## src/rtl/u8mac_seq.sv

```systemverilog
// u8mac_seq: job sequencer driving u8mac clear/accumulate/valid controls and read addresses.
// Optional U8MAC_SEQ_PERF_EN adds a saturating stall_cnt output.
module u8mac_seq #(
    parameter int DEPTH_W = 16,
    parameter int CNT_W   = 16,
    parameter int ADDR_W  = 20
) (
    input  logic               clk,
    input  logic               reset,
    input  logic               start,
    input  logic [DEPTH_W-1:0] depth,
    input  logic [CNT_W-1:0]   n_out,
    input  logic [ADDR_W-1:0]  in_stride,
    input  logic               rdy,
    input  logic               acvalid,
    output logic               acl,
    output logic               aen,
    output logic               ivalid,
    output logic [ADDR_W-1:0]  in_addr,
    output logic [ADDR_W-1:0]  fil_addr,
    output logic               busy,
    output logic               done,
    output logic [CNT_W-1:0]   out_cnt
`ifdef U8MAC_SEQ_PERF_EN
    ,
    output logic [31:0]        stall_cnt
`endif
);
    typedef enum logic [2:0] {IDLE, CLR, ACC, BIAS, DRAIN, DONE} state_t;
    state_t state, state_n;
    logic [DEPTH_W-1:0] depth_q, k, k_n;
    logic [CNT_W-1:0]   n_q, idx, idx_n;
    logic [ADDR_W-1:0]  stride_q, base, base_n;
    logic               nop, go;
    assign go   = state == IDLE && start;
    // an empty job passes through DONE without ever looking busy
    assign busy = state != IDLE && !nop;
    always_comb begin
        state_n = state;
        k_n     = k;
        idx_n   = idx;
        base_n  = base;
        case (state)
            IDLE: if (start) begin
                state_n = (depth == '0 || n_out == '0) ? DONE : CLR;
                k_n     = '0;
                idx_n   = '0;
                base_n  = '0;
            end
            CLR: if (rdy) begin
                state_n = ACC;
                k_n     = '0;
            end
            ACC: if (rdy) begin
                k_n     = (k == depth_q - 1'b1) ? '0 : k + 1'b1;
                state_n = (k == depth_q - 1'b1) ? BIAS : ACC;
            end
            BIAS: if (rdy) begin
                state_n = DRAIN;
                k_n     = '0;
            end
            DRAIN: if (rdy) begin
                // k doubles as the drain cycle counter
                k_n = (k == DEPTH_W'(2)) ? '0 : k + 1'b1;
                if (k == DEPTH_W'(2)) begin
                    state_n = (idx == n_q - 1'b1) ? DONE : CLR;
                    idx_n   = (idx == n_q - 1'b1) ? idx : idx + 1'b1;
                    base_n  = (idx == n_q - 1'b1) ? base : base + stride_q;
                end
            end
            DONE: state_n = IDLE;
            default: state_n = IDLE;
        endcase
    end
    always_ff @(posedge clk) begin
        if (reset) begin
            state    <= IDLE;
            k        <= '0;
            idx      <= '0;
            base     <= '0;
            depth_q  <= '0;
            n_q      <= '0;
            stride_q <= '0;
            nop      <= 1'b0;
            acl      <= 1'b0;
            aen      <= 1'b0;
            ivalid   <= 1'b0;
            done     <= 1'b0;
            in_addr  <= '0;
            fil_addr <= '0;
            out_cnt  <= '0;
        end else begin
            state    <= state_n;
            k        <= k_n;
            idx      <= idx_n;
            base     <= base_n;
            acl      <= state_n == CLR;
            aen      <= state_n == ACC;
            ivalid   <= state_n == ACC;
            done     <= state_n == DONE;
            fil_addr <= (state_n == ACC) ? ADDR_W'(k_n) : '0;
            in_addr  <= (state_n == ACC) ? base_n + ADDR_W'(k_n) : '0;
            out_cnt  <= go ? '0 : out_cnt + CNT_W'(acvalid && busy);
            if (go) begin
                depth_q  <= depth;
                n_q      <= n_out;
                stride_q <= in_stride;
                nop      <= depth == '0 || n_out == '0;
            end
        end
    end
`ifdef U8MAC_SEQ_PERF_EN
    always_ff @(posedge clk) begin
        if (reset || go) stall_cnt <= '0;
        else stall_cnt <= stall_cnt + 32'(busy && !rdy && stall_cnt != '1);
    end
`endif
endmodule

```

## config.mk

```make
export PLATFORM = sky130hd
export DESIGN_NAME = u8mac_seq
export DESIGN_NICKNAME = d
export VERILOG_FILES = /design/src/rtl/u8mac_seq.sv
export SDC_FILE = /design/constraint.sdc
export NUM_CORES = 1
export LEC_CHECK = 0
export ABC_AREA = 1
export ABC_CLOCK_PERIOD_IN_PS = 5400
export BUFFER_PORTS_ARGS = -buffer_cell sky130_fd_sc_hd__buf_2
export CAP_MARGIN = 25
export CORE_MARGIN = 3
export CORE_UTILIZATION = 50
export DETAILED_ROUTE_END_ITERATION = 8
export GPL_TIMING_DRIVEN = 0
export PLACE_DENSITY_LB_ADDON = 0.1
export SYNTH_ARGS = -nofsm -noshare
export SYNTH_HDL_FRONTEND = slang
export SYNTH_SLANG_ARGS = --single-unit
export TNS_END_PERCENT = 10
```

## constraint.sdc

```tcl
create_clock -name clk -period 5.4 [get_ports clk]
set_clock_uncertainty 0.2 [all_clocks]
set_input_delay 0.81 -clock clk [delete_from_list [all_inputs] [get_ports clk]]
set_output_delay 0.81 -clock clk [all_outputs]
set_load 0.03 [all_outputs]
```

* Yosys cells after proc, flatten, opt, wreduce, memory -nomap -nowiden *
Index checks and enable logic that the tools add are counted.

operators by class
  add/sub/neg operators = 7
  $mul = 0
  divide/modulo/power cells = 0
  magnitude comparators = 0
  eq/ne operators = 14
  shift operators = 0
  multiplexer cells = 27
  bitwise logic cells = 1
  reductions and logical operators = 14

operators by type and width
  cell                   number
  $mux 16                10
  $mux 20                4
  $pmux 16 s4            1
  $pmux 20 s2            1
  $add 16x1->16 const B  2
  $eq 16x16->1           2
  $logic_not 16->1       2
  $pmux 16 s2            1
  $sub 16x1->16 const B  2
  $mux 3                 8
  $add 20x16->20         1
  $add 20x20->20         1
  $add 16x1->16          1
  $eq 16x2->1 const B    1
  $pmux 3 s5             1
  $eq 3x2->1 const B     3
  $ne 2x2->1 const B     4
  $eq 3x1->1 const B     2
  $eq 3x3->1 const B     2
  $reduce_or 2->1        3
  $reduce_and 5->1       1
  $logic_and 1x1->1      3
  $logic_not 3->1        1
  $reduce_bool 3->1      1
  other kinds (5)        5

word-level totals
  flip-flop bits (word level) = 167
  latch bits = 0
  memory bits (writable) = 0
  ROM bits = 0
  input bits = 57
  output and inout port bits = 61
  logic and storage cells = 78
  memories kept = 0

* Depth between registers and ports, before layout *
Gate-level depths: netlist of the first run.

  depth in word-level cells = 9
  mapped depth = 31
  gate-level depth less buffers = 31

* Worst setup path before layout of the first run *
No wires, ideal clock.

  path type = flip-flop to flip-flop
  start = reg depth_q[0]
  end = reg in_addr[16]
  arrival = 4.012 ns
  data required time = 5.087 ns
  slack = 1.075 ns
  stages on the path, launching flop included = 29
  clock period less this slack = 4.325 ns
  cell sequence = dfxtp_1 inv_1 ha_1 nand3_2 nor2_2 nand2_2 nor3_2 nand3_1 xor2_1 nand4_1 nor2_2 nand3_2 nand2_2 o21ai_2 buf_12 nand2_4 nand2_1 fa_1 nand3_1 nand3_1 a21boi_1 o21ai_1 a21boi_0 o21ai_1 a21boi_0 o21ai_1 xor2_1 inv_1 nor2_2

on the way
  elaborated cells on any way between the ends = 12
  classes of those cells = add/sub: 2; eq/ne: 2; mux: 6; bitwise: 1; reduce/logical: 1

RTL lines
  element                 RTL line  RTL
  from (decl)             31        logic [DEPTH_W-1:0] depth_q, k, k_n;
  from (signal assigned)  105       depth_q <= depth;
  $sub 16x1->16           55        k_n = (k == depth_q - 1'b1) ? '0 : k + 1'b1;
  $eq 16x16->1            55
  $mux 16                 55
  $mux 16                 54        ACC: if (rdy) begin
  $pmux 16 s4             43        case (state)
  net k_n[1]              31
  $add 20x16->20          102       in_addr <= (state_n == ACC) ? base_n + ADDR_W'(k_n) : '0;
  to (signal assigned)    102
  to (decl)               19        output logic [ADDR_W-1:0] in_addr,

The timed path passes the listed nets, and every way through them passes these cells.
A chain may end at the register's enable or synchronous reset.

* Final worst setup path of the first run *
  start = reg depth_q[0]
  end = reg in_addr[18]

Same word-level chain as after synthesis.

==> flow_summary.ini, run 1 <==
[floorplan]
ios = 118
start_util_pct = 51.7
core_area_um2 = 19000
num_rows = 50
die_h_um = 146
die_area_um2 = 21400
die_w_um = 146

[worst_setup_path]
required_ns = 5.54
critPathMostFrequentCell = nand3_1
crit_path_max_fanout = 10
cp-end-kind = flip-flop
slowest_stage = fa_1
worstRegToRegCells = 28
slowest_delay_ns = 0.44
startpoint_type = flip-flop
critPathKind = reg -> reg
worstPathArrival_ns = 5.02

[detailed_routing]
vias = 9371
drtIter0Drc = 606
vias_per_cell = 5.19
routed_wl_um = 27200
drtPass1Iterations = 5
routedWlPerCell_um = 15.1
drc_errors = 0
antenna_left = 0

[clock_tree]
cts_tree = done
insertion_delay_ns = 0.43
clk_pin_slew_ns = 0.07
htreeDepth = 4
root_buffer = clkbuf_16
post_cts_buffers = 0
clk_path_buf_depth = 2
clock_sinks = 163
cts_inserted_buffers = 17

[yosys]
synth.avg_cell_area_um2 = 7.03
synth-seq-cells = 163
yosysWarnings = 0
synth_compound_area_share_pct = 15.0
async_reset_ff_share_pct = 0
synth-edff-count = 0
synth_seq_area_share_pct = 33.2
syn_inst = 1400
synthFlopType = dfxtp_1
synth.distinct_cells = 55
yosysTopAreaCell = dfxtp_1
yosys.area_share.simple_pct = 31.6
synth.top_cell.area_share_pct = 33.2
synthMuxAreaShare_pct = 0
synth_area_leaders = dfxtp_1 33%, nand2_1 13%, a21oi_1 7.5%
netlist_area_um2 = 9840
synthXorXnorAreaFrac_pct = 6.67
synth_fa_ha_area_share_pct = 5.75
synth_top_family_by_area = simple AND/OR/NAND/NOR gates

[global_route]
grt_max_degree = 17
grt_busiest_layer = met2
gr-usage-all-layers_pct = 25.2
gr-usage-met3_pct = 4.07
grt_use_met1_pct = 34.5
grtUsageMet2_pct = 41.7
grt_first_pass_wirelength_um = 44000
antenna_found_initial = 0
grt_overflow = 0
grt_pass1_vias = 8679

[sta]
fin_hold_ws_ns = 0.272
relSlewSlack_pct = 54.6
tightestPinTransition_ns = 0.681
slew_violations = 0
fin_setup_tns_ns = 0
finalCriticalPeriod_ns = 4.88
setup_violations = 0
finalCritPeriodShare_pct = 90.4
grt_setup_unrepaired = no
max_freq_ghz = 0.205
hold_viol = 0

[pwr]
vdd_drop_max_mv = 0.248
power_density_nw_per_um2 = 255
p_leak_nw = 5.26

[layout]
fin_nets = 1634
area_growth_pct = 14.7
regArea_um2 = 3260
multi_input_area_um2 = 5830
nFillCells = 1913
stdcell_area_um2 = 11300
final_cell_mix = 348 x nand2_1, 163 x dfxtp_1, 147 x a21oi_1
drive_gt1_share_pct = 16.6
layout_commonest_cell = nand2_1

[worst_hold_path]
hold_depth = 2
hold_class = reg -> reg

[job]
cap_violations = 0

[placement]
place_area_um2 = 10700
dp_hpwl_um = 21400
portBuffers = 111
gp_routability_congestion = 0.936

[status]
status = finished clean
-- layer usage --
layer,wire length (um),vias to the layer above
li1,-,4858
met1,12800,4234
met2,12400,249
met3,1560,30
met4,491,0
met5,0,-
-- cell families after synthesis --
kind of cell	after synthesis
DFF	163
and+or+nand+nor	674
AOI/OAI and AO/OA	262
buffers and inverters	181
other	1
adders and majority gates	44
xor gates and xnor gates	75
-- path summary, 6_finish.rpt --
path | from | to | slack [ns]
hold reg to reg | stride_q[9] | stride_q[9] | 0.27
setup reg to reg | depth_q[0] | in_addr[18] | 0.52
hold / removal | stride_q[9] | stride_q[9] | 0.27
setup / recovery | depth_q[0] | in_addr[18] | 0.52
-- report_power, final --
group | internal, mW | switching (mW) | total [mW]
registers | 1.24 | 0.0333 | 1.27
logic | 0.160 | 0.310 | 0.470
clock network | 0.626 | 0.517 | 1.14
-- metrics by stage --
| step | util, % | setup slack (ns) | std cells | total power, mW |
|---|---|---|---|---|
| after floorplan | - | 1.08 | 1403 | 1.64 |
| after global placement | 56.4 | 0.283 | 1774 | 1.76 |
| after detailed placement | 56.4 | 0.232 | 1774 | 1.76 |
| after CTS | 59.3 | 0.275 | 1806 | 2.89 |
| after global routing | 59.4 | 0.00233 | 1806 | 3.00 |
| final | 59.4 | 0.521 | 1807 | 2.88 |
-- Yosys cell counts (all sizes together), types with 3 or more instances --
cell,n
nand3,60
nor3b,6
nor2,145
inv,129
nor3,29
o211ai,3
clkbuf,30
nor4,18
a21boi,4
a21o,4
buf,20
nand4,28
o21ai,62
nand2,373
o21bai,3
and3,3
dfxtp,163
a211oi,5
nand3b,4
o21a,3
xnor2,22
ha,42
xor2,53
a21oi,171
or2,6
-- flip-flops by register name (all words and copies together), names as in the netlist --
| signal | count |
|---|---|
| nop | 1 |
| acl | 1 |
| state | 3 |
| idx | 16 |
| ivalid | 1 |
| n_q | 16 |
| stride_q | 20 |
| k | 16 |
| depth_q | 16 |
| base | 20 |
| done | 1 |
| fil_addr | 16 |
| out_cnt | 16 |
| in_addr | 20 |
-- critical path: cells and delay by family, from the launching register on --
| family | cells | cell delay (ns) |
|---|---|---|
| adders and majority gates | 2 | 0.69 |
| xor gates and xnor gates | 1 | 0.15 |
| and+or+nand+nor | 16 | 1.91 |
| DFF | 1 | 0.31 |
| AOI/OAI and AO/OA | 7 | 1.17 |
| buffers and inverters | 2 | 0.35 |
-- what timing repair did --
action                                  4_1_cts  5_1_grt
endpoints found under the hold margin         0        0
endpoints found under the setup margin        0        2
gates resized for setup                       0        3
hold buffers                                  0        0
-- final cells by class --
type / instances / area share [%]
Multi-Input combinational cell: 1059 / 51.6
Antenna cell: 1 / 0.0222
Inverter: 131 / 4.38
Timing Repair Buffer: 111 / 4.92
Clock inverter: 11 / 0.720
Clock buffer: 21 / 4.17
Sequential cell: 163 / 28.9
Tap cell: 260 / 2.88
Buffer: 50 / 2.42
Power figures use the tool's default switching activity.
==> run 2, diff against run 1 <==
--- a/config.mk
+++ b/config.mk
@@ -6,7 +6,7 @@
 export NUM_CORES = 1
 export LEC_CHECK = 0
 export ABC_AREA = 1
-export ABC_CLOCK_PERIOD_IN_PS = 5400
+export ABC_CLOCK_PERIOD_IN_PS = 5520
 export BUFFER_PORTS_ARGS = -buffer_cell sky130_fd_sc_hd__buf_2
 export CAP_MARGIN = 25
 export CORE_MARGIN = 3
==> constraint.sdc (replaced) <==
create_clock -name clk -period 5.52 [get_ports clk]
set_clock_uncertainty 0.2 [all_clocks]
set_input_delay 0.828 -clock clk [delete_from_list [all_inputs] [get_ports clk]]
set_output_delay 0.828 -clock clk [all_outputs]
set_load 0.03 [all_outputs]
==> flow_summary.ini, run 2 (synthesis gave the netlist of run 1 again) <==
[worst_setup_path]
critPathKind = reg -> reg
slowest_delay_ns = 0.44
cp-end-kind = flip-flop
worstRegToRegCells = 28
critPathTopFamily = simple AND/OR/NAND/NOR gates
required_ns = 5.66
crit_path_max_fanout = 10
path_depth = 28
worstPathArrival_ns = 5.09
startpoint_type = flip-flop
critPathMostFrequentCell = nand3_1
regToRegSetupSlack_ns = 0.56
critPathBufInv = 2
slowest_stage = fa_1

[sta]
max_freq_ghz = 0.202
setup_slack_ns = 0.562
relSlewSlack_pct = 55.2
hold_viol = 0
fin_setup_tns_ns = 0
slew_violations = 0
tightestPinTransition_ns = 0.672
finalCritPeriodShare_pct = 89.8
setup_violations = 0
grt_setup_unrepaired = no
finalCriticalPeriod_ns = 4.96

[layout]
nFillCells = 1915
final_core_util_pct = 59.4
fin_nets = 1634
final_cell_mix = 348 x nand2_1, 163 x dfxtp_1, 147 x a21oi_1
layout_commonest_cell = nand2_1
reg_top3 = base (20), in_addr (20), stride_q (20)
drive_gt1_share_pct = 16.5
area_growth_pct = 14.7

[clock_tree]
htreeDepth = 4
insertion_delay_ns = 0.43
post_cts_buffers = 0
clk_pin_slew_ns = 0.07
root_buffer = clkbuf_16
clk_path_buf_depth = 2
cts_tree = done
clock_sinks = 163
cts_inserted_buffers = 17

[floorplan]
start_util_pct = 51.7
die_w_um = 146
num_rows = 50
ios = 118
core_area_um2 = 19000
die_h_um = 146
die_area_um2 = 21400

[global_route]
antenna_found_initial = 0
gr-usage-all-layers_pct = 25.2
grt_max_degree = 17
grt_first_pass_wirelength_um = 44000
grt_pass1_vias = 8679
grt_overflow = 0

[status]
status = finished clean

[pwr]
p_leak_nw = 5.26
power_density_nw_per_um2 = 250
vdd_drop_max_mv = 0.241
finalPower_mw = 2.82

[placement]
dpl_worst_slack_ns = 0.334
gp_routability_congestion = 0.936
dp_hpwl_um = 21400
portBuffers = 111

[detailed_routing]
drtPass1Iterations = 5
antenna_left = 0
routedWlPerCell_um = 15.0
routed_wl_um = 27100
drtIter0Drc = 572
vias = 9362
vias_per_cell = 5.18
drc_errors = 0

[worst_hold_path]
hold_depth = 2
hold_class = reg -> reg

[job]
cap_violations = 0
## run 2: changes by cell type in the layout (fill, tap and decap cells not counted)
| cell | delta |
|---|---|
| a21boi_1 | +1 |
| a21boi_2 | -1 |
## run 2: cell type report
| class | count | area, um^2 | share of cell area (%) |
|---|---|---|---|
| flip-flops and latches | 163 | 3260 | 28.9 |
| clock buffers | 21 | 470 | 4.17 |
| plain buffers | 50 | 273 | 2.42 |
| well taps | 260 | 325 | 2.88 |
| inverters | 131 | 494 | 4.38 |
| multi-input cells | 1059 | 5820 | 51.6 |
| repair buffers | 111 | 556 | 4.92 |
| diodes | 1 | 2.50 | 0.0222 |
| clock inverters | 11 | 81.3 | 0.720 |
## run 2: what timing repair did
item / CTS / global route
hold buffers: 0 / 0
resized for setup: 0 / 2
setup endpoints to repair: 0 / 2
## run 2: metal layers
layer	vias up	global-route usage [%]	wire length [um]
li1	4860	-	-
met1	4217	34.5	12700
met2	255	41.7	12300
met3	30	4.07	1570
met4	0	6.68	517
met5	-	0	0
## run 2: report_power, final
group	total [mW]	switching, mW	leakage, nW	internal [mW]
clock network	1.12	0.504	0.265	0.612
registers	1.24	0.0325	1.32	1.21
logic	0.460	0.303	3.67	0.157
total	2.82	0.839	5.26	1.98
## run 2: path summary, 6_finish.rpt
check / startpoint / to
worst max-delay path: depth_q[0] / in_addr[18]
worst max register to register: depth_q[0] / in_addr[18]
worst min register to register: stride_q[9] / stride_q[9]
worst min-delay path: stride_q[9] / stride_q[9]
## run 2: worst register-to-register path: cells and delay by family, from the launching register on
kind	cells	cell delay, ns
buffers and inverters	2	0.36
XOR/XNOR	1	0.15
AO/OA/AOI/OAI	7	1.24
AND/OR/NAND/NOR	16	1.90
flip-flops	1	0.31
adder cells (fa/ha/maj)	2	0.69
## run 2: stage by stage
step           hold slack (ns)  std cells  instance area, um^2
3_5_place_dp             0.263       1774                10700
5_1_grt                  0.294       1806                11300
2_1_floorplan            0.244       1403                 9850
6_report                 0.272       1807                11300
3_3_place_gp             0.263       1774                10700
4_1_cts                  0.277       1806                11300
==> run 3, diff against run 2 <==
--- a/config.mk
+++ b/config.mk
@@ -5,7 +5,6 @@
 export SDC_FILE = /design/constraint.sdc
 export NUM_CORES = 1
 export LEC_CHECK = 0
-export ABC_AREA = 1
 export ABC_CLOCK_PERIOD_IN_PS = 5520
 export BUFFER_PORTS_ARGS = -buffer_cell sky130_fd_sc_hd__buf_2
 export CAP_MARGIN = 25
@@ -14,6 +13,7 @@
 export DETAILED_ROUTE_END_ITERATION = 8
 export GPL_TIMING_DRIVEN = 0
 export PLACE_DENSITY_LB_ADDON = 0.1
+export SKIP_LAST_GASP = 1
 export SYNTH_ARGS = -nofsm -noshare
 export SYNTH_HDL_FRONTEND = slang
 export SYNTH_SLANG_ARGS = --single-unit
==> flow_summary.ini, run 3 <==
[status]
status = finished clean

[placement]
numPlacedInstances = 1466
dpl_worst_slack_ns = -1.17
dp_hpwl_um = 17900
gp_routability_congestion = 0.878
portBuffers = 112

[sta]
grt_setup_unrepaired = yes
relSlewSlack_pct = 50.0
finalCritPeriodShare_pct = 97.2
slew_violations = 0
tightestPinTransition_ns = 0.743
finalCriticalPeriod_ns = 5.37
hold_viol = 0
setup_violations = 0
max_freq_ghz = 0.186
setup_slack_ns = 0.154

[detailed_routing]
vias_per_cell = 5.65
drtIter0Drc = 542
drc_errors = 0
routedWlPerCell_um = 16.4
antenna_left = 0
routed_wl_um = 25100
vias = 8642
drtPass1Iterations = 5

[yosys]
synth_compound_area_share_pct = 16.7
synth-seq-cells = 163
synthFlopType = dfxtp_1
synthTopCellsByCount = 163 x dfxtp_1, 150 x nand2_1, 111 x nor2_1
yosys.area_share.simple_pct = 26.8
synth-edff-count = 0
async_reset_ff_share_pct = 0
synth_seq_area_share_pct = 36.5
netlist_area_um2 = 8930
synthXorXnorAreaFrac_pct = 8.63
yosysTopAreaCell = dfxtp_1
synth_top_family_by_area = simple AND/OR/NAND/NOR gates
synthMuxAreaShare_pct = 0.896
synth.distinct_cells = 69
syn_inst = 1126
synth.avg_cell_area_um2 = 7.93
synth_area_leaders = dfxtp_1 37%, nand2_1 6.3%, a21oi_1 6.0%
yosysMostFrequentCell = dfxtp_1
synth_fa_ha_area_share_pct = 6.33
yosysWarnings = 0
synth.top_cell.area_share_pct = 36.5

[worst_setup_path]
worstPathArrival_ns = 5.50
critPathKind = reg -> reg
worstRegToRegCells = 21
path_depth = 21
slowest_delay_ns = 0.59
cp-end-kind = flip-flop
critPathTopFamily = simple AND/OR/NAND/NOR gates
crit_path_max_fanout = 10
startpoint_type = flip-flop
required_ns = 5.65
slowest_stage = or4_4
critPathBufInv = 2
worstPathCellList = nor4_4 > or4b_4 > a2111oi_4 > o211ai_1 > or4_4 > o2111ai_4 > buf_6 > buf_4 > nand3_1 > o21ai_1 > ha_2 > nor3_1 > nor2_1 > o41ai_4 > o21ai_2 > o41ai_4 > o21a_1 > o21ai_2 > o211ai_1 > and3_1 > nor3_2

[floorplan]
die_w_um = 140
ios = 118
num_rows = 48
die_h_um = 140
start_util_pct = 51.3
die_area_um2 = 19500
core_area_um2 = 17400

[layout]
drive_gt1_share_pct = 19.2
layout_commonest_cell = dfxtp_1
antennaDiodeCount = 0
area_growth_pct = 23.8
reg_top3 = base (20), in_addr (20), stride_q (20)
fin_cells = 1529
fin_nets = 1392
nFillCells = 1567
final_cell_mix = 153 x dfxtp_1, 150 x nand2_1, 113 x buf_2

[pwr]
seq_power_share_pct = 40.5
p_leak_nw = 4.75
comb_power_share_pct = 14.1
vdd_drop_max_mv = 0.232
clkPwrFrac_pct = 45.3
p_sw_share_pct = 25.8
power_density_nw_per_um2 = 280
p_sw_uw = 796
cellInternalPower_mw = 2.30

[clock_tree]
clock_sinks = 163
clk_pin_slew_ns = 0.07
clk_path_buf_depth = 2
postCtsHoldBufs = 0
htreeDepth = 4
insertion_delay_ns = 0.44
cts_inserted_buffers = 17
cts_tree = done
root_buffer = clkbuf_16

[worst_hold_path]
hold_class = reg -> reg
hold_depth = 2

[global_route]
gr-usage-all-layers_pct = 24.8
grt_overflow = 0
grt_pass1_vias = 7891
antenna_found_initial = 0
grt_first_pass_wirelength_um = 39300
grt_max_degree = 17

[job]
cap_violations = 0
## run 3: worst register-to-register path: stages (launching register included)
cell	delay [ns]
dfxtp_4	0.37
nor4_4	0.28
or4b_4	0.51
a2111oi_4	0.30
o211ai_1	0.11
or4_4	0.59
o2111ai_4	0.23
buf_6	0.18
buf_4	0.19
nand3_1	0.10
o21ai_1	0.19
ha_2	0.29
nor3_1	0.07
nor2_1	0.22
o41ai_4	0.15
o21ai_2	0.22
o41ai_4	0.09
o21a_1	0.23
o21ai_2	0.19
o211ai_1	0.13
and3_1	0.22
nor3_2	0.23
## run 3: layer usage
layer,track usage (%),share of wire (%)
met5,0,0
met4,9.69,2.5
met3,4.19,5.3
met2,40.7,48
met1,32.7,44
## run 3: kinds of logic (layout without fill, tap and decap cells)
| family | after synthesis | after routing |
|---|---|---|
| other | 1 | 4 |
| AO/OA/AOI/OAI | 247 | 247 |
| buffers and inverters | 91 | 266 |
| adder cells (fa/ha/maj) | 44 | 44 |
| flip-flops | 163 | 163 |
| multiplexers | 8 | 8 |
| XOR/XNOR | 88 | 88 |
| AND/OR/NAND/NOR | 484 | 484 |
## run 3: worst paths after layout
path	startpoint	endpoint	slack (ns)
max	n_q[12]	in_addr[18]	0.15
min	stride_q[15]	stride_q[15]	0.26
max reg2reg	n_q[12]	in_addr[18]	0.15
min reg2reg	stride_q[15]	stride_q[15]	0.26
## run 3: power by group through the flow
stage	sequential (mW)	combinational (mW)	clock [mW]
final	1.25	0.437	1.40
after floorplan	1.27	0.283	0
after global placement	1.27	0.384	0
after detailed placement	1.27	0.389	0
after CTS	1.25	0.407	1.42
after global routing	1.26	0.485	1.47
## run 3: stage by stage
step                utilization [%]  total power, mW  hold slack (ns)  TNS [ns]  area, um^2
floorplan                         -             1.55            0.240         0        8950
global placement               56.2             1.65            0.252     -6.64        9790
detailed placement             56.2             1.66            0.254     -7.04        9790
CTS                            61.5             3.07            0.263         0       10700
global route                   63.5             3.21            0.282    -0.198       11100
finish                         63.5             3.09            0.261         0       11100
## run 3: cell type report
type	count	area [um^2]	area share, %
buffer	50	240	2.17
clock buffer	19	443	4.00
clock inverter	13	251	2.27
inverter	37	139	1.26
multi-input combinational	875	5600	50.6
sequential	163	3280	29.7
tap	225	282	2.54
timing repair buffer	147	827	7.48
## run 3: timing repair
item | CTS | global route
gates resized for setup | 41 | 41
pin swaps | 15 | 25
setup endpoints to repair | 11 | 7
setup buffers | 11 | 24
